===== src/rtl/pc_stack_unit_pkg.sv =====
// pc_stack_unit_pkg: shared types and constants for the PC / return-stack stage.
// Holds the FSM state enum, the decoder flow encodings, the ALU op codes and default sizes.
package pc_stack_unit_pkg;

  localparam int ADDR_W_DEF = 10;
  localparam int DEPTH_DEF  = 16;

  typedef enum logic [1:0] {
    ST_RUN    = 2'd0,
    ST_HALTED = 2'd1,
    ST_FAULT  = 2'd2
  } state_e;

  // {Jump, Stack_Enable, Stack_Write} encodings from the decoder
  localparam logic [2:0] FLOW_JAL = 3'b111;
  localparam logic [2:0] FLOW_RET = 3'b010;
  localparam logic [2:0] FLOW_JR  = 3'b100;

  typedef enum logic [2:0] {
    ALU_ADD = 3'd0,
    ALU_SUB = 3'd1,
    ALU_AND = 3'd2,
    ALU_OR  = 3'd3,
    ALU_XOR = 3'd4,
    ALU_SLT = 3'd5,
    ALU_SEQ = 3'd6,
    ALU_SNE = 3'd7
  } alu_op_e;

endpackage


===== src/rtl/pc_stack_unit_return_stack.sv =====
// return_stack: parameterised LIFO of return addresses, combinational top read.
// Ports: clk_i, rst_ni (sync, active-low), push_i, pop_i, din_i -> top_o, count_o, full_o, empty_o.
module return_stack #(
  parameter int AW    = 10,
  parameter int DEPTH = 16
) (
  input  logic                     clk_i,
  input  logic                     rst_ni,
  input  logic                     push_i,
  input  logic                     pop_i,
  input  logic [AW-1:0]            din_i,
  output logic [AW-1:0]            top_o,
  output logic [$clog2(DEPTH):0]   count_o,
  output logic                     full_o,
  output logic                     empty_o
);

  localparam int PW = $clog2(DEPTH);
  localparam logic [PW:0] FULL_CNT = (PW+1)'(DEPTH);

  logic [AW-1:0] mem_q [DEPTH];
  logic [PW:0]   cnt_q, cnt_d;
  logic [PW-1:0] wr_idx, rd_idx;
  logic          do_push, do_pop;

  assign full_o  = (cnt_q == FULL_CNT);
  assign empty_o = (cnt_q == '0);
  assign count_o = cnt_q;

  // illegal push/pop are dropped here; the parent flags the fault
  assign do_push = push_i && !full_o;
  assign do_pop  = pop_i && !empty_o;

  assign wr_idx = cnt_q[PW-1:0];
  assign rd_idx = wr_idx - PW'(1);
  assign top_o  = mem_q[rd_idx];

  always_comb begin
    cnt_d = cnt_q;
    if (do_push)
      cnt_d = cnt_q + (PW+1)'(1);
    else if (do_pop)
      cnt_d = cnt_q - (PW+1)'(1);
  end

  always_ff @(posedge clk_i) begin
    if (!rst_ni)
      cnt_q <= '0;
    else
      cnt_q <= cnt_d;
  end

  // storage is never cleared; entries above count are unreachable
  always_ff @(posedge clk_i) begin
    if (do_push)
      mem_q[wr_idx] <= din_i;
  end

endmodule


===== src/rtl/pc_stack_unit.sv =====
// pc_stack_unit: PC register, next-PC priority mux, return stack and RUN/HALTED/FAULT FSM.
// In: Clock, Reset, Stall, decoder flow bits, Branch_Taken, targets. Out: PC, Halted, flags, Stack_Count.
module pc_stack_unit
  import pc_stack_unit_pkg::*;
#(
  parameter int ADDR_WIDTH  = ADDR_W_DEF,
  parameter int STACK_DEPTH = DEPTH_DEF
) (
  input  logic                          Clock,
  input  logic                          Reset,
  input  logic                          Stall,
  input  logic                          Jump,
  input  logic                          Branch,
  input  logic                          Branch_Taken,
  input  logic                          Stack_Enable,
  input  logic                          Stack_Write,
  input  logic                          Halt,
  input  logic [ADDR_WIDTH-1:0]         Jump_Target,
  input  logic [ADDR_WIDTH-1:0]         Branch_Target,
  output logic [ADDR_WIDTH-1:0]         PC,
  output logic                          Halted,
  output logic                          Stack_Overflow,
  output logic                          Stack_Underflow,
  output logic [$clog2(STACK_DEPTH):0]  Stack_Count
);

  state_e                state_q, state_d;
  logic [ADDR_WIDTH-1:0] pc_q, pc_d, pc_inc, stk_top;
  logic                  ovf_q, ovf_d, udf_q, udf_d;
  logic                  push, pop, stk_full, stk_empty;
  logic [2:0]            flow;
  logic                  is_jal, is_ret, is_jr;

  assign flow   = {Jump, Stack_Enable, Stack_Write};
  assign is_jal = (flow == FLOW_JAL);
  // Jump with a pop encoding is illegal and decodes as RET
  assign is_ret = (flow[1:0] == FLOW_RET[1:0]);
  assign is_jr  = (flow[2:1] == FLOW_JR[2:1]);
  assign pc_inc = pc_q + ADDR_WIDTH'(1);

  return_stack #(
    .AW    (ADDR_WIDTH),
    .DEPTH (STACK_DEPTH)
  ) u_stack (
    .clk_i   (Clock),
    .rst_ni  (Reset),
    .push_i  (push),
    .pop_i   (pop),
    .din_i   (pc_inc),
    .top_o   (stk_top),
    .count_o (Stack_Count),
    .full_o  (stk_full),
    .empty_o (stk_empty)
  );

  always_comb begin
    state_d = state_q;
    pc_d    = pc_q;
    ovf_d   = ovf_q;
    udf_d   = udf_q;
    push    = 1'b0;
    pop     = 1'b0;
    if (state_q == ST_RUN && !Stall) begin
      if (Halt) begin
        state_d = ST_HALTED;
      end else if (is_jal) begin
        if (stk_full) begin
          ovf_d   = 1'b1;
          state_d = ST_FAULT;
        end else begin
          push = 1'b1;
          pc_d = Jump_Target;
        end
      end else if (is_ret) begin
        if (stk_empty) begin
          udf_d   = 1'b1;
          state_d = ST_FAULT;
        end else begin
          pop  = 1'b1;
          pc_d = stk_top;
        end
      end else if (is_jr) begin
        pc_d = Jump_Target;
      end else if (Branch && Branch_Taken) begin
        pc_d = Branch_Target;
      end else begin
        pc_d = pc_inc;
      end
    end
  end

  always_ff @(posedge Clock) begin
    if (!Reset) begin
      state_q <= ST_RUN;
      pc_q    <= '0;
      ovf_q   <= 1'b0;
      udf_q   <= 1'b0;
    end else begin
      state_q <= state_d;
      pc_q    <= pc_d;
      ovf_q   <= ovf_d;
      udf_q   <= udf_d;
    end
  end

  assign PC              = pc_q;
  assign Halted          = (state_q != ST_RUN);
  assign Stack_Overflow  = ovf_q;
  assign Stack_Underflow = udf_q;

endmodule


===== config.mk =====
export PLATFORM = sky130hd
export DESIGN_NAME = pc_stack_unit
export DESIGN_NICKNAME = d
export VERILOG_FILES = /design/src/rtl/pc_stack_unit_pkg.sv /design/src/rtl/pc_stack_unit_return_stack.sv /design/src/rtl/pc_stack_unit.sv
export SDC_FILE = /design/constraint.sdc
export NUM_CORES = 1
export LEC_CHECK = 0
export CORE_UTILIZATION = 45
export DETAILED_ROUTE_END_ITERATION = 16
export GPL_TIMING_DRIVEN = 0
export HOLD_SLACK_MARGIN = 0.1
export PLACE_DENSITY_LB_ADDON = 0.2
export SYNTH_ARGS = -nofsm -noshare
export SYNTH_HDL_FRONTEND = slang
export SYNTH_SLANG_ARGS = --single-unit

===== constraint.sdc =====
create_clock -name Clock -period 9.1 [get_ports Clock]
set_input_delay 1.82 -clock Clock [delete_from_list [all_inputs] [get_ports Clock]]
set_output_delay 1.82 -clock Clock [all_outputs]
set_load 0.02 [all_outputs]

==> results of run 1 <==
synth_stat cells, drive strengths merged, types with 7 or more instances:
master,n
buf,8
nor2,18
nor2b,7
a21oi,11
a22oi,11
o21ai,11
clkbuf,17
xnor2,11
a31oi,10
and2,9
nand3,12
ha,10
dfxtp,19
nand2,45
mux4,40
edfxtp,160
mux2i,10
inv,10
per-stage QoR:
step	setup WS, ns	cell area (µm²)	total power, mW
2_1_floorplan	4.80	7750	1.02
3_3_place_gp	3.24	8470	1.07
3_5_place_dp	4.32	8590	1.08
4_1_cts	4.62	9220	1.84
5_1_grt	4.41	9260	1.89
6_report	4.67	9260	1.84
power by group through the flow:
stage          combinational [mW]  sequential [mW]  clock (mW)
3_5_place_dp                0.149            0.927           0
4_1_cts                     0.150            0.909       0.785
2_1_floorplan              0.0872            0.929           0
3_3_place_gp                0.145            0.927           0
5_1_grt                     0.164            0.909       0.816
6_report                    0.151            0.909       0.776
worst min-delay path by stage:
stage | end | start | depth (start not counted)
floorplan | state_q[0] | state_q[0] | 2
CTS | Stack_Overflow | Stack_Overflow | 1
finish | Stack_Overflow | Stack_Overflow | 1
detailed placement | Stack_Overflow | Stack_Overflow | 1
global route | Stack_Overflow | Stack_Overflow | 1
global placement | Stack_Overflow | Stack_Overflow | 1
registers in the layout, summed over array words and instances, names as in the netlist:
register	cells
u_stack.mem_q	160
PC	10
u_stack.count_o	5
state_q	2
Stack_Overflow	1
Stack_Underflow	1
cells in the final DEF (no fill, tap or decap), types with 4 or more instances in the layout:
cell / instances
sky130_fd_sc_hd__nand3_1: 12
sky130_fd_sc_hd__ha_1: 10
sky130_fd_sc_hd__buf_4: 6
sky130_fd_sc_hd__clkdlybuf4s50_1: 45
sky130_fd_sc_hd__o21ai_0: 10
sky130_fd_sc_hd__mux4_2: 40
sky130_fd_sc_hd__dfxtp_1: 19
sky130_fd_sc_hd__nor4_2: 4
sky130_fd_sc_hd__a21oi_1: 11
sky130_fd_sc_hd__clkinv_4: 4
sky130_fd_sc_hd__nor2_1: 18
sky130_fd_sc_hd__bufinv_16: 4
sky130_fd_sc_hd__edfxtp_1: 160
sky130_fd_sc_hd__clkbuf_16: 17
sky130_fd_sc_hd__nor2b_1: 7
sky130_fd_sc_hd__a31oi_1: 10
sky130_fd_sc_hd__a22oi_1: 11
sky130_fd_sc_hd__inv_1: 10
sky130_fd_sc_hd__o22ai_1: 4
sky130_fd_sc_hd__nand4_1: 5
sky130_fd_sc_hd__a22o_1: 5
sky130_fd_sc_hd__nor3_2: 4
sky130_fd_sc_hd__xnor2_1: 8
sky130_fd_sc_hd__and2_1: 9
sky130_fd_sc_hd__xor2_1: 4
sky130_fd_sc_hd__mux2i_1: 10
sky130_fd_sc_hd__nand2b_1: 4
sky130_fd_sc_hd__buf_2: 5
sky130_fd_sc_hd__nand2_1: 45
sky130_fd_sc_hd__clkbuf_1: 18
sky130_fd_sc_hd__buf_6: 5
area by class of cell:
| class | instances | share of cell area |
|---|---|---|
| Multi-Input combinational cell | 272 | 0.268 |
| Tap cell | 220 | 0.0297 |
| Clock buffer | 18 | 0.0463 |
| Timing Repair Buffer | 55 | 0.0584 |
| Buffer | 25 | 0.0116 |
| Clock inverter | 14 | 0.0219 |
| Inverter | 10 | 0.00405 |
| Sequential cell | 179 | 0.560 |
logic make-up after synthesis:
| family | after synthesis | synth area share |
|---|---|---|
| xor+xnor | 15 | 0.0170 |
| buf+inv | 35 | 0.0187 |
| fa+ha+maj | 11 | 0.0187 |
| compound gates | 69 | 0.0628 |
| simple gates | 124 | 0.0798 |
| flops | 179 | 0.669 |
| mux | 53 | 0.134 |
per-layer routing:
metal  up-vias  global-route usage  wire [µm]
met3        24              0.0567       1370
met2       210               0.353       8800
met4         0              0.0638        277
met5         -                   0          0
li1       2078                   -          -
met1      2343               0.287       7610
==> flow_summary.html, run 1 <==
<table>
<tr><th>Metric</th><th>Value</th></tr>
<tr><th colspan="2">Synth</th></tr>
<tr><td>Synth unique cells</td><td>51</td></tr>
<tr><td>Netlist Area Pre-Place</td><td>7750 µm²</td></tr>
<tr><td>Number of enable flip-flop cells after synthesis</td><td>160</td></tr>
<tr><td>Proportion of netlist area held by the largest area contributor</td><td>0.620</td></tr>
<tr><td>Synth async-reset ratio</td><td>0</td></tr>
<tr><td>Synthesized netlist net count</td><td>526</td></tr>
<tr><td>Biggest area contributors in the synthesized netlist</td><td>sky130_fd_sc_hd__edfxtp_1, sky130_fd_sc_hd__mux4_2, sky130_fd_sc_hd__dfxtp_1</td></tr>
<tr><td>Most area-hungry cell type in the Yosys netlist</td><td>sky130_fd_sc_hd__edfxtp_1</td></tr>
<tr><td>Post-Synthesis Cells</td><td>486</td></tr>
<tr><td>#FFs+latches synth</td><td>179</td></tr>
<tr><td>Most instantiated flip-flop cell in the synthesis netlist</td><td>sky130_fd_sc_hd__edfxtp_1</td></tr>
<tr><td>Number of warnings issued by yosys</td><td>0</td></tr>
<tr><td>Part of the Yosys area used for sequential elements</td><td>0.669</td></tr>
<tr><td>Post-Synthesis Mean Instance Area</td><td>15.9 µm²</td></tr>
<tr><th colspan="2">Die</th></tr>
<tr><td>Die Span X</td><td>133 µm</td></tr>
<tr><td>Core Region</td><td>16700 µm²</td></tr>
<tr><td>Die Ht</td><td>133 µm</td></tr>
<tr><td>Standard-cell row count</td><td>47</td></tr>
<tr><td># IOs</td><td>47</td></tr>
<tr><td>Overall die area</td><td>17700 µm²</td></tr>
<tr><td>Initial core utilization</td><td>0.464</td></tr>
<tr><th colspan="2">Critical path</th></tr>
<tr><td>Launching element type of the critical path</td><td>flop</td></tr>
<tr><td>Crit path kind</td><td>reg -&gt; reg</td></tr>
<tr><td>R2r endpoint</td><td>PC[2]</td></tr>
<tr><td>Critical-path top delay cell</td><td>sky130_fd_sc_hd__clkbuf_1</td></tr>
<tr><td>R2R setup slack</td><td>4.67 ns</td></tr>
<tr><td>Start of the worst register-to-register path</td><td>u_stack.count_o[0]</td></tr>
<tr><td>Count of cell instances traversed by the critical path</td><td>10</td></tr>
<tr><td>Critical path capture point</td><td>PC[2]</td></tr>
<tr><td>Most used cell along the critical path</td><td>sky130_fd_sc_hd__buf_2</td></tr>
<tr><td>Worst Reg2Reg Path Length in Cells</td><td>10</td></tr>
<tr><td>Endpoint required time on the critical path</td><td>9.43 ns</td></tr>
<tr><td>Launch point of the critical path</td><td>u_stack.count_o[0]</td></tr>
<tr><td>Arrival time at the worst endpoint</td><td>4.76 ns</td></tr>
<tr><td>Longest individual stage delay on the worst path</td><td>0.74 ns</td></tr>
<tr><td>Peak fanout along the critical path</td><td>10</td></tr>
<tr><td>Buffers &amp; Inverters on Critical Path</td><td>5</td></tr>
<tr><td>Critical path endpoint category</td><td>flop</td></tr>
<tr><td>Delay-heaviest family, CP</td><td>buffers and inverters</td></tr>
<tr><td>Crit path cell chain</td><td>buf_2 -&gt; buf_2 -&gt; inv_1 -&gt; ha_1 -&gt; buf_1 -&gt; clkbuf_1 -&gt; mux4_2 -&gt; nand2_1 -&gt; a31oi_1 -&gt; a22o_1</td></tr>
<tr><th colspan="2">CTS</th></tr>
<tr><td>Post-CTS clock slew at the launch and capture registers of the worst setup and hold paths</td><td>0.07 ns</td></tr>
<tr><td>Total number of clock tree sinks</td><td>179</td></tr>
<tr><td>Hold buffer count at CTS</td><td>0</td></tr>
<tr><td>Clock tree from TritonCTS</td><td>yes</td></tr>
<tr><td>PostCTS Resize Cnt</td><td>0</td></tr>
<tr><td>Cell chosen for the clock root</td><td>sky130_fd_sc_hd__clkbuf_16</td></tr>
<tr><td>Count of buffers added by post-CTS timing repair for setup</td><td>0</td></tr>
<tr><td>Clock buffers created by TritonCTS</td><td>17</td></tr>
<tr><td>H-tree levels</td><td>4</td></tr>
<tr><td>Clock Path Buffers</td><td>2</td></tr>
<tr><td>Clk Latency, worst-skew pair</td><td>0.44 ns</td></tr>
<tr><th colspan="2">Power</th></tr>
<tr><td>Power per standard cell area</td><td>198 nW/µm²</td></tr>
<tr><td>Net switching share of the total power</td><td>0.222</td></tr>
<tr><td>Portion of total power attributed to combinational logic</td><td>0.082</td></tr>
<tr><td>Switching pwr</td><td>0.408 mW</td></tr>
<tr><td>Share of total power in the clock network</td><td>0.423</td></tr>
<tr><td>Worst ir drop on vdd</td><td>0.144 mV</td></tr>
<tr><td>Part of the power in registers</td><td>0.495</td></tr>
<tr><td>Cell internal power dissipation</td><td>1.43 mW</td></tr>
<tr><td>Pleak</td><td>3.06 nW</td></tr>
<tr><th colspan="2">Timing</th></tr>
<tr><td>Slew at the pin closest to its max-slew limit</td><td>1.37 ns</td></tr>
<tr><td>Worst-case headroom to the max-slew limit</td><td>0.0781</td></tr>
<tr><td>Max Fclk</td><td>226 MHz</td></tr>
<tr><td>Number of failing setup endpoints in the final timing report</td><td>0</td></tr>
<tr><td>Setup TNS</td><td>0 ns</td></tr>
<tr><td>Final hold violation count</td><td>0</td></tr>
<tr><td>Final cycle utilization of the critical path</td><td>0.487</td></tr>
<tr><td>Final critical-path required period</td><td>4.43 ns</td></tr>
<tr><td>RSZ-0062 raised after global routing</td><td>false</td></tr>
<tr><td>Clock Skews</td><td>0.0107 ns</td></tr>
<tr><td>Max-slew violation count</td><td>0</td></tr>
<tr><td>Worst hold margin</td><td>0.491 ns</td></tr>
<tr><th colspan="2">Global route</th></tr>
<tr><td>Remaining Overflow, GRT</td><td>0</td></tr>
<tr><td>Vias in the first global route</td><td>4756</td></tr>
<tr><td>Maximum number of pins on one net before global-route repair</td><td>18</td></tr>
<tr><td>Wire length of the first global-routing pass</td><td>27900 µm</td></tr>
<tr><td>GRT Total Usage</td><td>0.217</td></tr>
<tr><td>Initial antenna violation count</td><td>0</td></tr>
<tr><th colspan="2">Placement</th></tr>
<tr><td>HPWL reported at the end of detailed placement</td><td>12200 µm</td></tr>
<tr><td>Number of buffer cells added on primary ports</td><td>45</td></tr>
<tr><td>GP Congestion</td><td>0.882</td></tr>
<tr><td>Dpl cells</td><td>759</td></tr>
<tr><th colspan="2">Final layout</th></tr>
<tr><td>Non-Filler Instances</td><td>793</td></tr>
<tr><td>Fin util</td><td>0.555</td></tr>
<tr><td>Proportion of layout cells with a drive suffix above 1</td><td>0.182</td></tr>
<tr><td>Diode count</td><td>0</td></tr>
<tr><td>Area of all sequential standard cells</td><td>5180 µm²</td></tr>
<tr><td>Fin nets</td><td>600</td></tr>
<tr><td>Growth of design area from synthesis to finish</td><td>19.6%</td></tr>
<tr><td>Area of the multi-input gates</td><td>2480 µm²</td></tr>
<tr><td>Filler cells</td><td>1330</td></tr>
<tr><th colspan="2">Detailed routing</th></tr>
<tr><td>Final wirelength</td><td>18100 µm</td></tr>
<tr><td>Average wire per cell in the routed design</td><td>22.8 µm</td></tr>
<tr><td>Mean number of vias per cell</td><td>5.87</td></tr>
<tr><td>Detail Route Antenna Nets</td><td>0</td></tr>
<tr><td>Number of iterations in the first detailed-routing pass</td><td>5</td></tr>
<tr><td>Via total after detailed routing</td><td>4655</td></tr>
<tr><td>Remaining DRCs</td><td>0</td></tr>
<tr><td>DR iter-0 viols</td><td>487</td></tr>
<tr><th colspan="2">Flow run</th></tr>
<tr><td>Max-cap violations</td><td>0</td></tr>
<tr><th colspan="2">Status</th></tr>
<tr><td>Result of the run</td><td>finished, final reports clean</td></tr>
<tr><th colspan="2">Min path</th></tr>
<tr><td>Class of the tightest hold or removal check</td><td>reg -&gt; reg</td></tr>
</table>
Note: power is estimated with default switching activity, not from simulation.
==> inputs of run 2 (changes only) <==
==> constraint.sdc (replaced) <==
create_clock -name Clock -period 4.3 [get_ports Clock]
set_input_delay 0.86 -clock Clock [delete_from_list [all_inputs] [get_ports Clock]]
set_output_delay 0.86 -clock Clock [all_outputs]
set_load 0.02 [all_outputs]
==> run 2 against run 1 <==
Critical path type unchanged. Largest cell class unchanged. Sequential cell count is the same. Final cell count is the same. Worst hold slack lost 0.0028 ns.
==> flow_summary.html, run 2 (same netlist as run 1, synthesis figures left out) <==
<table>
<tr><th>Metric</th><th>Value</th></tr>
<tr><th colspan="2">Status</th></tr>
<tr><td>Result of the run</td><td>finished, final reports clean</td></tr>
<tr><th colspan="2">Global route</th></tr>
<tr><td>Wire length of the first global-routing pass</td><td>27900 µm (unchanged)</td></tr>
<tr><td>Vias in the first global route</td><td>4756 (unchanged)</td></tr>
<tr><td>Maximum number of pins on one net before global-route repair</td><td>18 (unchanged)</td></tr>
<tr><td>Met2 usage in global routing</td><td>0.353 (unchanged)</td></tr>
<tr><td>Initial antenna violation count</td><td>0 (unchanged)</td></tr>
<tr><td>GRT Total Usage</td><td>0.217 (unchanged)</td></tr>
<tr><td>Met3 routing resource usage after global routing</td><td>0.0567 (unchanged)</td></tr>
<tr><td>Remaining Overflow, GRT</td><td>0 (unchanged)</td></tr>
<tr><td>Global Route met1 Usage</td><td>0.287 (unchanged)</td></tr>
<tr><td>Layer with the highest usage after global routing</td><td>met2</td></tr>
<tr><th colspan="2">Critical path</th></tr>
<tr><td>Crit path kind</td><td>reg -&gt; reg</td></tr>
<tr><td>Launching element type of the critical path</td><td>flop</td></tr>
<tr><td>Critical path endpoint category</td><td>flop</td></tr>
<tr><td>Start of the worst register-to-register path</td><td>u_stack.count_o[0]</td></tr>
<tr><td>R2r endpoint</td><td>PC[8]</td></tr>
<tr><td>Worst Reg2Reg Path Length in Cells</td><td>10 (unchanged)</td></tr>
<tr><td>Peak fanout along the critical path</td><td>10 (unchanged)</td></tr>
<tr><td>R2R setup slack</td><td>0.31 ns (-4.36 ns)</td></tr>
<tr><td>Launch point of the critical path</td><td>u_stack.count_o[0]</td></tr>
<tr><td>Critical path capture point</td><td>PC[8]</td></tr>
<tr><td>Arrival time at the worst endpoint</td><td>4.37 ns (-0.39 ns)</td></tr>
<tr><td>Endpoint required time on the critical path</td><td>4.68 ns (-4.75 ns)</td></tr>
<tr><th colspan="2">Detailed routing</th></tr>
<tr><td>Final wirelength</td><td>18000 µm (-0.28%)</td></tr>
<tr><td>Detail Route Antenna Nets</td><td>0 (unchanged)</td></tr>
<tr><td>Average wire per cell in the routed design</td><td>22.7 µm (-0.28%)</td></tr>
<tr><td>DR iter-0 viols</td><td>517 (+6.2%)</td></tr>
<tr><td>Number of iterations in the first detailed-routing pass</td><td>5 (unchanged)</td></tr>
<tr><td>Mean number of vias per cell</td><td>5.90 (+0.45%)</td></tr>
<tr><td>Remaining DRCs</td><td>0 (unchanged)</td></tr>
<tr><td>Via total after detailed routing</td><td>4676 (+0.45%)</td></tr>
<tr><th colspan="2">CTS</th></tr>
<tr><td>Post-CTS clock slew at the launch and capture registers of the worst setup and hold paths</td><td>0.07 ns (about the same)</td></tr>
<tr><td>Clock buffers created by TritonCTS</td><td>17 (unchanged)</td></tr>
<tr><td>Hold buffer count at CTS</td><td>0 (unchanged)</td></tr>
<tr><td>Clk Latency, worst-skew pair</td><td>0.44 ns (about the same)</td></tr>
<tr><td>Clock tree from TritonCTS</td><td>yes</td></tr>
<tr><td>Total number of clock tree sinks</td><td>179 (unchanged)</td></tr>
<tr><td>Count of buffers added by post-CTS timing repair for setup</td><td>0 (unchanged)</td></tr>
<tr><td>H-tree levels</td><td>4 (unchanged)</td></tr>
<tr><td>Cell chosen for the clock root</td><td>sky130_fd_sc_hd__clkbuf_16</td></tr>
<tr><td>Clock Path Buffers</td><td>2 (unchanged)</td></tr>
<tr><th colspan="2">Power</th></tr>
<tr><td>Worst ir drop on vdd</td><td>0.305 mV (+110%)</td></tr>
<tr><td>Power per standard cell area</td><td>419 nW/µm² (+110%)</td></tr>
<tr><td>Portion of total power attributed to combinational logic</td><td>0.083 (about the same)</td></tr>
<tr><td>Pleak</td><td>3.07 nW (+0.21%)</td></tr>
<tr><td>Total Power</td><td>3.89 mW (+110%)</td></tr>
<tr><td>Switching pwr</td><td>0.865 mW (+110%)</td></tr>
<tr><td>Share of total power in the clock network</td><td>0.423 (about the same)</td></tr>
<tr><td>Part of the power in registers</td><td>0.495 (about the same)</td></tr>
<tr><td>Cell internal power dissipation</td><td>3.02 mW (+110%)</td></tr>
<tr><td>Net switching share of the total power</td><td>0.222 (+0.000352)</td></tr>
<tr><th colspan="2">Timing</th></tr>
<tr><td>Slew at the pin closest to its max-slew limit</td><td>1.33 ns (-0.0408 ns)</td></tr>
<tr><td>Setup slack of the critical path after layout</td><td>0.307 ns (-4.36 ns)</td></tr>
<tr><td>Max Fclk</td><td>250 MHz (+11%)</td></tr>
<tr><td>Final critical-path required period</td><td>3.99 ns (-0.435 ns)</td></tr>
<tr><td>Clock Skews</td><td>0.0116 ns (+0.000878 ns)</td></tr>
<tr><td>Worst-case headroom to the max-slew limit</td><td>0.106 (+0.0274)</td></tr>
<tr><td>Setup TNS</td><td>0 ns (unchanged)</td></tr>
<tr><td>Worst hold margin</td><td>0.489 ns (-0.00280 ns)</td></tr>
<tr><td>Final hold violation count</td><td>0 (unchanged)</td></tr>
<tr><td>Final cycle utilization of the critical path</td><td>0.929 (+0.442)</td></tr>
<tr><td>RSZ-0062 raised after global routing</td><td>false</td></tr>
<tr><td>Max-slew violation count</td><td>0 (unchanged)</td></tr>
<tr><td>Number of failing setup endpoints in the final timing report</td><td>0 (unchanged)</td></tr>
<tr><th colspan="2">Final layout</th></tr>
<tr><td>Proportion of layout cells with a drive suffix above 1</td><td>0.187 (+0.00524)</td></tr>
<tr><td>Area of all sequential standard cells</td><td>5180 µm² (unchanged)</td></tr>
<tr><td>Filler cells</td><td>1328 (-0.15%)</td></tr>
<tr><td>Commonest non-fill, non-tap cell in the layout</td><td>sky130_fd_sc_hd__edfxtp_1</td></tr>
<tr><td>Most frequent cells in the layout</td><td>sky130_fd_sc_hd__edfxtp_1, sky130_fd_sc_hd__nand2_1, sky130_fd_sc_hd__clkdlybuf4s50_1, sky130_fd_sc_hd__mux4_2, sky130_fd_sc_hd__dfxtp_1</td></tr>
<tr><td>Largest register by flop count</td><td>u_stack.mem_q</td></tr>
<tr><td>Growth of design area from synthesis to finish</td><td>19.7%</td></tr>
<tr><td>Diode count</td><td>0 (unchanged)</td></tr>
<tr><td>Non-Filler Instances</td><td>793 (unchanged)</td></tr>
<tr><td>Area of the multi-input gates</td><td>2490 µm² (+0.25%)</td></tr>
<tr><td>Fin nets</td><td>600 (unchanged)</td></tr>
<tr><td>Max FFs per register</td><td>160 (unchanged)</td></tr>
<tr><td>Fin util</td><td>0.555 (+0.000824)</td></tr>
<tr><td>Post-route cell area</td><td>9280 µm² (+0.15%)</td></tr>
<tr><th colspan="2">Die</th></tr>
<tr><td>Overall die area</td><td>17700 µm² (unchanged)</td></tr>
<tr><td># IOs</td><td>47 (unchanged)</td></tr>
<tr><td>Core Region</td><td>16700 µm² (unchanged)</td></tr>
<tr><td>Die Ht</td><td>133 µm (unchanged)</td></tr>
<tr><td>Initial core utilization</td><td>0.464 (unchanged)</td></tr>
<tr><td>Die Span X</td><td>133 µm (unchanged)</td></tr>
<tr><td>Standard-cell row count</td><td>47 (unchanged)</td></tr>
<tr><th colspan="2">Min path</th></tr>
<tr><td>Startpoint of the tightest hold check path</td><td>Stack_Overflow</td></tr>
<tr><td>Class of the tightest hold or removal check</td><td>reg -&gt; reg</td></tr>
<tr><td>Hold-critical path depth</td><td>1 (unchanged)</td></tr>
<tr><th colspan="2">Placement</th></tr>
<tr><td>HPWL reported at the end of detailed placement</td><td>12200 µm (unchanged)</td></tr>
<tr><td>Post-placement cell area</td><td>8590 µm² (unchanged)</td></tr>
<tr><td>Setup WS pre-CTS</td><td>-0.177 ns (-4.50 ns)</td></tr>
<tr><td>Number of buffer cells added on primary ports</td><td>45 (unchanged)</td></tr>
<tr><td>GP Congestion</td><td>0.882 (unchanged)</td></tr>
<tr><td>Dpl cells</td><td>759 (unchanged)</td></tr>
<tr><th colspan="2">Flow run</th></tr>
<tr><td>Max-cap violations</td><td>0 (unchanged)</td></tr>
</table>
==> run 2: how the worst min path moves through the flow <==
stage / to / slack [ns]
2_1_floorplan: state_q[0] / 0.49
3_3_place_gp: Stack_Overflow / 0.45
3_5_place_dp: Stack_Overflow / 0.48
4_1_cts: Stack_Overflow / 0.50
5_1_grt: Stack_Overflow / 0.53
6_report: Stack_Overflow / 0.49
==> run 2: metal layers <==
metal  vias up  routed length [µm]
met4         0                 262
met5         -                   0
met1      2374                7600
met2       204                8780
met3        22                1360
li1       2076                   -
==> run 2: worst max-delay path: stages (launching register included) <==
cell                       delay, ns
sky130_fd_sc_hd__dfxtp_1        0.52
sky130_fd_sc_hd__clkbuf_4       0.36
sky130_fd_sc_hd__clkbuf_4       0.34
sky130_fd_sc_hd__inv_1          0.24
sky130_fd_sc_hd__ha_1           0.30
sky130_fd_sc_hd__xor2_1         0.61
sky130_fd_sc_hd__buf_2          0.45
sky130_fd_sc_hd__clkbuf_1       0.48
sky130_fd_sc_hd__nand2_1        0.11
sky130_fd_sc_hd__a31oi_1        0.30
sky130_fd_sc_hd__a22o_1         0.19
==> run 2: power groups by stage <==
stage	Clock, mW	Sequential, mW	Combinational, mW
finish	1.64	1.92	0.321
global route	1.73	1.92	0.347
CTS	1.66	1.92	0.317
detailed placement	0	1.96	0.315
global placement	0	1.96	0.307
floorplan	0	1.97	0.185
==> run 2: cell type report <==
cell class,instances,area share
Sequential cell,179,0.559
Clock inverter,14,0.0219
Timing Repair Buffer,55,0.0583
Buffer,25,0.0124
Multi-Input combinational cell,272,0.268
Inverter,10,0.00405
Tap cell,220,0.0297
Clock buffer,18,0.0463
==> run 2: what timing repair did <==
item,CTS,global route
endpoints found under the setup margin,8,8
gates resized for setup,2,3
hold endpoints to repair,0,0
==> inputs of run 3 (changes only) <==
--- a/config.mk
+++ b/config.mk
@@ -10,6 +10,7 @@
 export GPL_TIMING_DRIVEN = 0
 export HOLD_SLACK_MARGIN = 0.1
 export PLACE_DENSITY_LB_ADDON = 0.2
+export SKIP_CTS_REPAIR_TIMING = 1
 export SYNTH_ARGS = -nofsm -noshare
 export SYNTH_HDL_FRONTEND = slang
 export SYNTH_SLANG_ARGS = --single-unit
==> constraint.sdc (replaced) <==
create_clock -name Clock -period 4.65 [get_ports Clock]
set_input_delay 0.93 -clock Clock [delete_from_list [all_inputs] [get_ports Clock]]
set_output_delay 0.93 -clock Clock [all_outputs]
set_load 0.02 [all_outputs]
==> run 3 against run 2 <==
Maximum frequency is 8.5% lower. Worst hold slack better by 0.0049 ns. Clock skew is 0.00066 ns lower. Register-to-register slack worse by 0.02 ns. Wire length is 0.17% higher. Non-clock buffer count stayed put. Utilization is 0.075 points lower. Critical path depth stayed put. Count of clock-buffer cells in the layout stayed put. Global-route usage stayed put. Total power is 7.6% lower. First-iteration DRC count is 3.9% lower. Largest power group unchanged. Highest routed layer unchanged.
==> flow_summary.html, run 3 (same netlist as run 1, synthesis figures left out) <==
<table>
<tr><th>Metric</th><th>Value</th></tr>
<tr><th colspan="2">Status</th></tr>
<tr><td>Result of the run</td><td>finished, final reports clean</td></tr>
<tr><th colspan="2">Die</th></tr>
<tr><td>Die Ht</td><td>133 µm (unchanged)</td></tr>
<tr><td>Overall die area</td><td>17700 µm² (unchanged)</td></tr>
<tr><td>Standard-cell row count</td><td>47 (unchanged)</td></tr>
<tr><td>Initial core utilization</td><td>0.464 (unchanged)</td></tr>
<tr><td>Die Span X</td><td>133 µm (unchanged)</td></tr>
<tr><td># IOs</td><td>47 (unchanged)</td></tr>
<tr><td>Core Region</td><td>16700 µm² (unchanged)</td></tr>
<tr><th colspan="2">Final layout</th></tr>
<tr><td>Diode count</td><td>0 (unchanged)</td></tr>
<tr><td>Commonest non-fill, non-tap cell in the layout</td><td>sky130_fd_sc_hd__edfxtp_1</td></tr>
<tr><td>Proportion of layout cells with a drive suffix above 1</td><td>0.183 (-0.00349)</td></tr>
<tr><td>Max FFs per register</td><td>160 (unchanged)</td></tr>
<tr><td>Most frequent cells in the layout</td><td>sky130_fd_sc_hd__edfxtp_1, sky130_fd_sc_hd__nand2_1, sky130_fd_sc_hd__clkdlybuf4s50_1, sky130_fd_sc_hd__mux4_2, sky130_fd_sc_hd__dfxtp_1</td></tr>
<tr><td>Filler cells</td><td>1330 (+0.15%)</td></tr>
<tr><td>Growth of design area from synthesis to finish</td><td>19.6%</td></tr>
<tr><td>Fin nets</td><td>600 (unchanged)</td></tr>
<tr><td>Largest register by flop count</td><td>u_stack.mem_q</td></tr>
<tr><td>Post-route cell area</td><td>9260 µm² (-0.13%)</td></tr>
<tr><th colspan="2">Global route</th></tr>
<tr><td>Maximum number of pins on one net before global-route repair</td><td>18 (unchanged)</td></tr>
<tr><td>Remaining Overflow, GRT</td><td>0 (unchanged)</td></tr>
<tr><td>Vias in the first global route</td><td>4756 (unchanged)</td></tr>
<tr><td>Wire length of the first global-routing pass</td><td>27900 µm (unchanged)</td></tr>
<tr><td>GRT Total Usage</td><td>0.217 (unchanged)</td></tr>
<tr><td>Initial antenna violation count</td><td>0 (unchanged)</td></tr>
<tr><th colspan="2">Critical path</th></tr>
<tr><td>Launching element type of the critical path</td><td>flop</td></tr>
<tr><td>Worst Reg2Reg Path Length in Cells</td><td>10 (unchanged)</td></tr>
<tr><td>Crit path kind</td><td>reg -&gt; reg</td></tr>
<tr><td>Buffers &amp; Inverters on Critical Path</td><td>5 (unchanged)</td></tr>
<tr><td>Arrival time at the worst endpoint</td><td>4.69 ns (+0.32 ns)</td></tr>
<tr><td>Longest individual stage delay on the worst path</td><td>0.67 ns (+0.06 ns)</td></tr>
<tr><td>Critical path endpoint category</td><td>flop</td></tr>
<tr><td>Count of cell instances traversed by the critical path</td><td>10 (unchanged)</td></tr>
<tr><td>Crit path cell chain</td><td>buf_2 -&gt; buf_2 -&gt; inv_1 -&gt; ha_1 -&gt; buf_1 -&gt; clkbuf_1 -&gt; mux4_2 -&gt; nand2_1 -&gt; a31oi_1 -&gt; a22o_1</td></tr>
<tr><td>R2r endpoint</td><td>PC[2]</td></tr>
<tr><td>Start of the worst register-to-register path</td><td>u_stack.count_o[0]</td></tr>
<tr><td>Most used cell along the critical path</td><td>sky130_fd_sc_hd__buf_2</td></tr>
<tr><td>Launch point of the critical path</td><td>u_stack.count_o[0]</td></tr>
<tr><td>Delay-heaviest family, CP</td><td>buffers and inverters</td></tr>
<tr><td>Peak fanout along the critical path</td><td>10 (unchanged)</td></tr>
<tr><td>Critical-path top delay cell</td><td>sky130_fd_sc_hd__clkbuf_1</td></tr>
<tr><td>Critical path capture point</td><td>PC[2]</td></tr>
<tr><td>R2R setup slack</td><td>0.28 ns (-0.02 ns)</td></tr>
<tr><td>Endpoint required time on the critical path</td><td>4.98 ns (+0.30 ns)</td></tr>
<tr><th colspan="2">Detailed routing</th></tr>
<tr><td>Remaining DRCs</td><td>0 (unchanged)</td></tr>
<tr><td>Detail Route Antenna Nets</td><td>0 (unchanged)</td></tr>
<tr><td>Number of iterations in the first detailed-routing pass</td><td>7 (+2)</td></tr>
<tr><td>Via total after detailed routing</td><td>4655 (-0.45%)</td></tr>
<tr><td>Average wire per cell in the routed design</td><td>22.7 µm (+0.17%)</td></tr>
<tr><td>DR iter-0 viols</td><td>497 (-3.9%)</td></tr>
<tr><td>Final wirelength</td><td>18000 µm (+0.17%)</td></tr>
<tr><td>Mean number of vias per cell</td><td>5.87 (-0.45%)</td></tr>
<tr><th colspan="2">CTS</th></tr>
<tr><td>Clock buffers created by TritonCTS</td><td>17 (unchanged)</td></tr>
<tr><td>Clk Latency, worst-skew pair</td><td>0.44 ns (about the same)</td></tr>
<tr><td>Clock tree from TritonCTS</td><td>yes</td></tr>
<tr><td>Post-CTS clock slew at the launch and capture registers of the worst setup and hold paths</td><td>0.07 ns (about the same)</td></tr>
<tr><td>Clock Path Buffers</td><td>2 (unchanged)</td></tr>
<tr><td>Cell chosen for the clock root</td><td>sky130_fd_sc_hd__clkbuf_16</td></tr>
<tr><td>H-tree levels</td><td>4 (unchanged)</td></tr>
<tr><td>Total number of clock tree sinks</td><td>179 (unchanged)</td></tr>
<tr><th colspan="2">Timing</th></tr>
<tr><td>Final cycle utilization of the critical path</td><td>0.939 (+0.0102)</td></tr>
<tr><td>Number of failing setup endpoints in the final timing report</td><td>0 (unchanged)</td></tr>
<tr><td>Clock Skews</td><td>0.0109 ns (-0.000658 ns)</td></tr>
<tr><td>RSZ-0062 raised after global routing</td><td>false</td></tr>
<tr><td>Final hold violation count</td><td>0 (unchanged)</td></tr>
<tr><td>Slew at the pin closest to its max-slew limit</td><td>1.36 ns (+0.0316 ns)</td></tr>
<tr><td>Max Fclk</td><td>229 MHz (-8.5%)</td></tr>
<tr><td>Setup slack of the critical path after layout</td><td>0.285 ns (-0.0224 ns)</td></tr>
<tr><td>Worst-case headroom to the max-slew limit</td><td>0.0843 (-0.0212)</td></tr>
<tr><td>Max-slew violation count</td><td>0 (unchanged)</td></tr>
<tr><td>Final critical-path required period</td><td>4.37 ns (+0.372 ns)</td></tr>
<tr><th colspan="2">Flow run</th></tr>
<tr><td>Max-cap violations</td><td>0 (unchanged)</td></tr>
<tr><th colspan="2">Placement</th></tr>
<tr><td>Number of buffer cells added on primary ports</td><td>45 (unchanged)</td></tr>
<tr><td>HPWL reported at the end of detailed placement</td><td>12200 µm (unchanged)</td></tr>
<tr><td>GP Congestion</td><td>0.882 (unchanged)</td></tr>
<tr><td>Post-placement cell area</td><td>8590 µm² (unchanged)</td></tr>
<tr><td>Setup WS pre-CTS</td><td>0.173 ns (+0.350 ns)</td></tr>
<tr><th colspan="2">Power</th></tr>
<tr><td>Switching pwr</td><td>0.798 mW (-7.8%)</td></tr>
<tr><td>Pleak</td><td>3.06 nW (-0.10%)</td></tr>
<tr><td>Power per standard cell area</td><td>388 nW/µm² (-7.5%)</td></tr>
<tr><td>Cell internal power dissipation</td><td>2.80 mW (-7.6%)</td></tr>
<tr><td>Share of total power in the clock network</td><td>0.423 (about the same)</td></tr>
<tr><td>Net switching share of the total power</td><td>0.222 (-0.000506)</td></tr>
<tr><td>Part of the power in registers</td><td>0.495 (about the same)</td></tr>
<tr><td>Worst ir drop on vdd</td><td>0.283 mV (-7.3%)</td></tr>
<tr><td>Portion of total power attributed to combinational logic</td><td>0.082 (about the same)</td></tr>
<tr><th colspan="2">Min path</th></tr>
<tr><td>Startpoint of the tightest hold check path</td><td>Stack_Overflow</td></tr>
<tr><td>Class of the tightest hold or removal check</td><td>reg -&gt; reg</td></tr>
</table>
-- run 3: cell type report --
type	count	area (µm²)	share of cell area
Clock inverter	14	203	0.0219
Inverter	10	37.5	0.00405
Tap cell	220	275	0.0297
Buffer	25	109	0.0118
Timing Repair Buffer	55	541	0.0584
Sequential cell	179	5180	0.560
Clock buffer	18	429	0.0463
Multi-Input combinational cell	272	2480	0.268
-- run 3: through the flow --
stage	power [mW]	hold slack, ns	setup TNS (ns)	std cells	utilization
3_3_place_gp	2.10	0.449	-23.31	751	0.507
2_1_floorplan	1.99	0.490	0	486	-
6_report	3.59	0.494	0	793	0.555
4_1_cts	3.61	0.501	0	791	0.552
3_5_place_dp	2.11	0.484	0	759	0.514
5_1_grt	3.70	0.527	0	793	0.555
-- run 3: worst min path at each step --
| stage | to | slack, ns | cells past startpoint |
|---|---|---|---|
| floorplan | state_q[0] | 0.49 | 2 |
| global placement | Stack_Overflow | 0.45 | 1 |
| detailed placement | Stack_Overflow | 0.48 | 1 |
| CTS | Stack_Overflow | 0.50 | 1 |
| global route | Stack_Overflow | 0.53 | 1 |
| finish | Stack_Overflow | 0.49 | 1 |
-- run 3: power by group through the flow --
stage,sequential (mW),clock (mW),combinational [mW]
final,1.78,1.52,0.296
after floorplan,1.82,0,0.171
after CTS,1.78,1.54,0.293
after global routing,1.78,1.60,0.320
after detailed placement,1.81,0,0.291
after global placement,1.81,0,0.284
-- run 3: per-layer routing --
| layer | track usage | part of all wire | vias up |
|---|---|---|---|
| met5 | 0 | 0 | - |
| met4 | 0.0638 | 0.015 | 0 |
| li1 | - | - | 2076 |
| met1 | 0.287 | 0.42 | 2337 |
| met3 | 0.0567 | 0.078 | 24 |
| met2 | 0.353 | 0.49 | 218 |
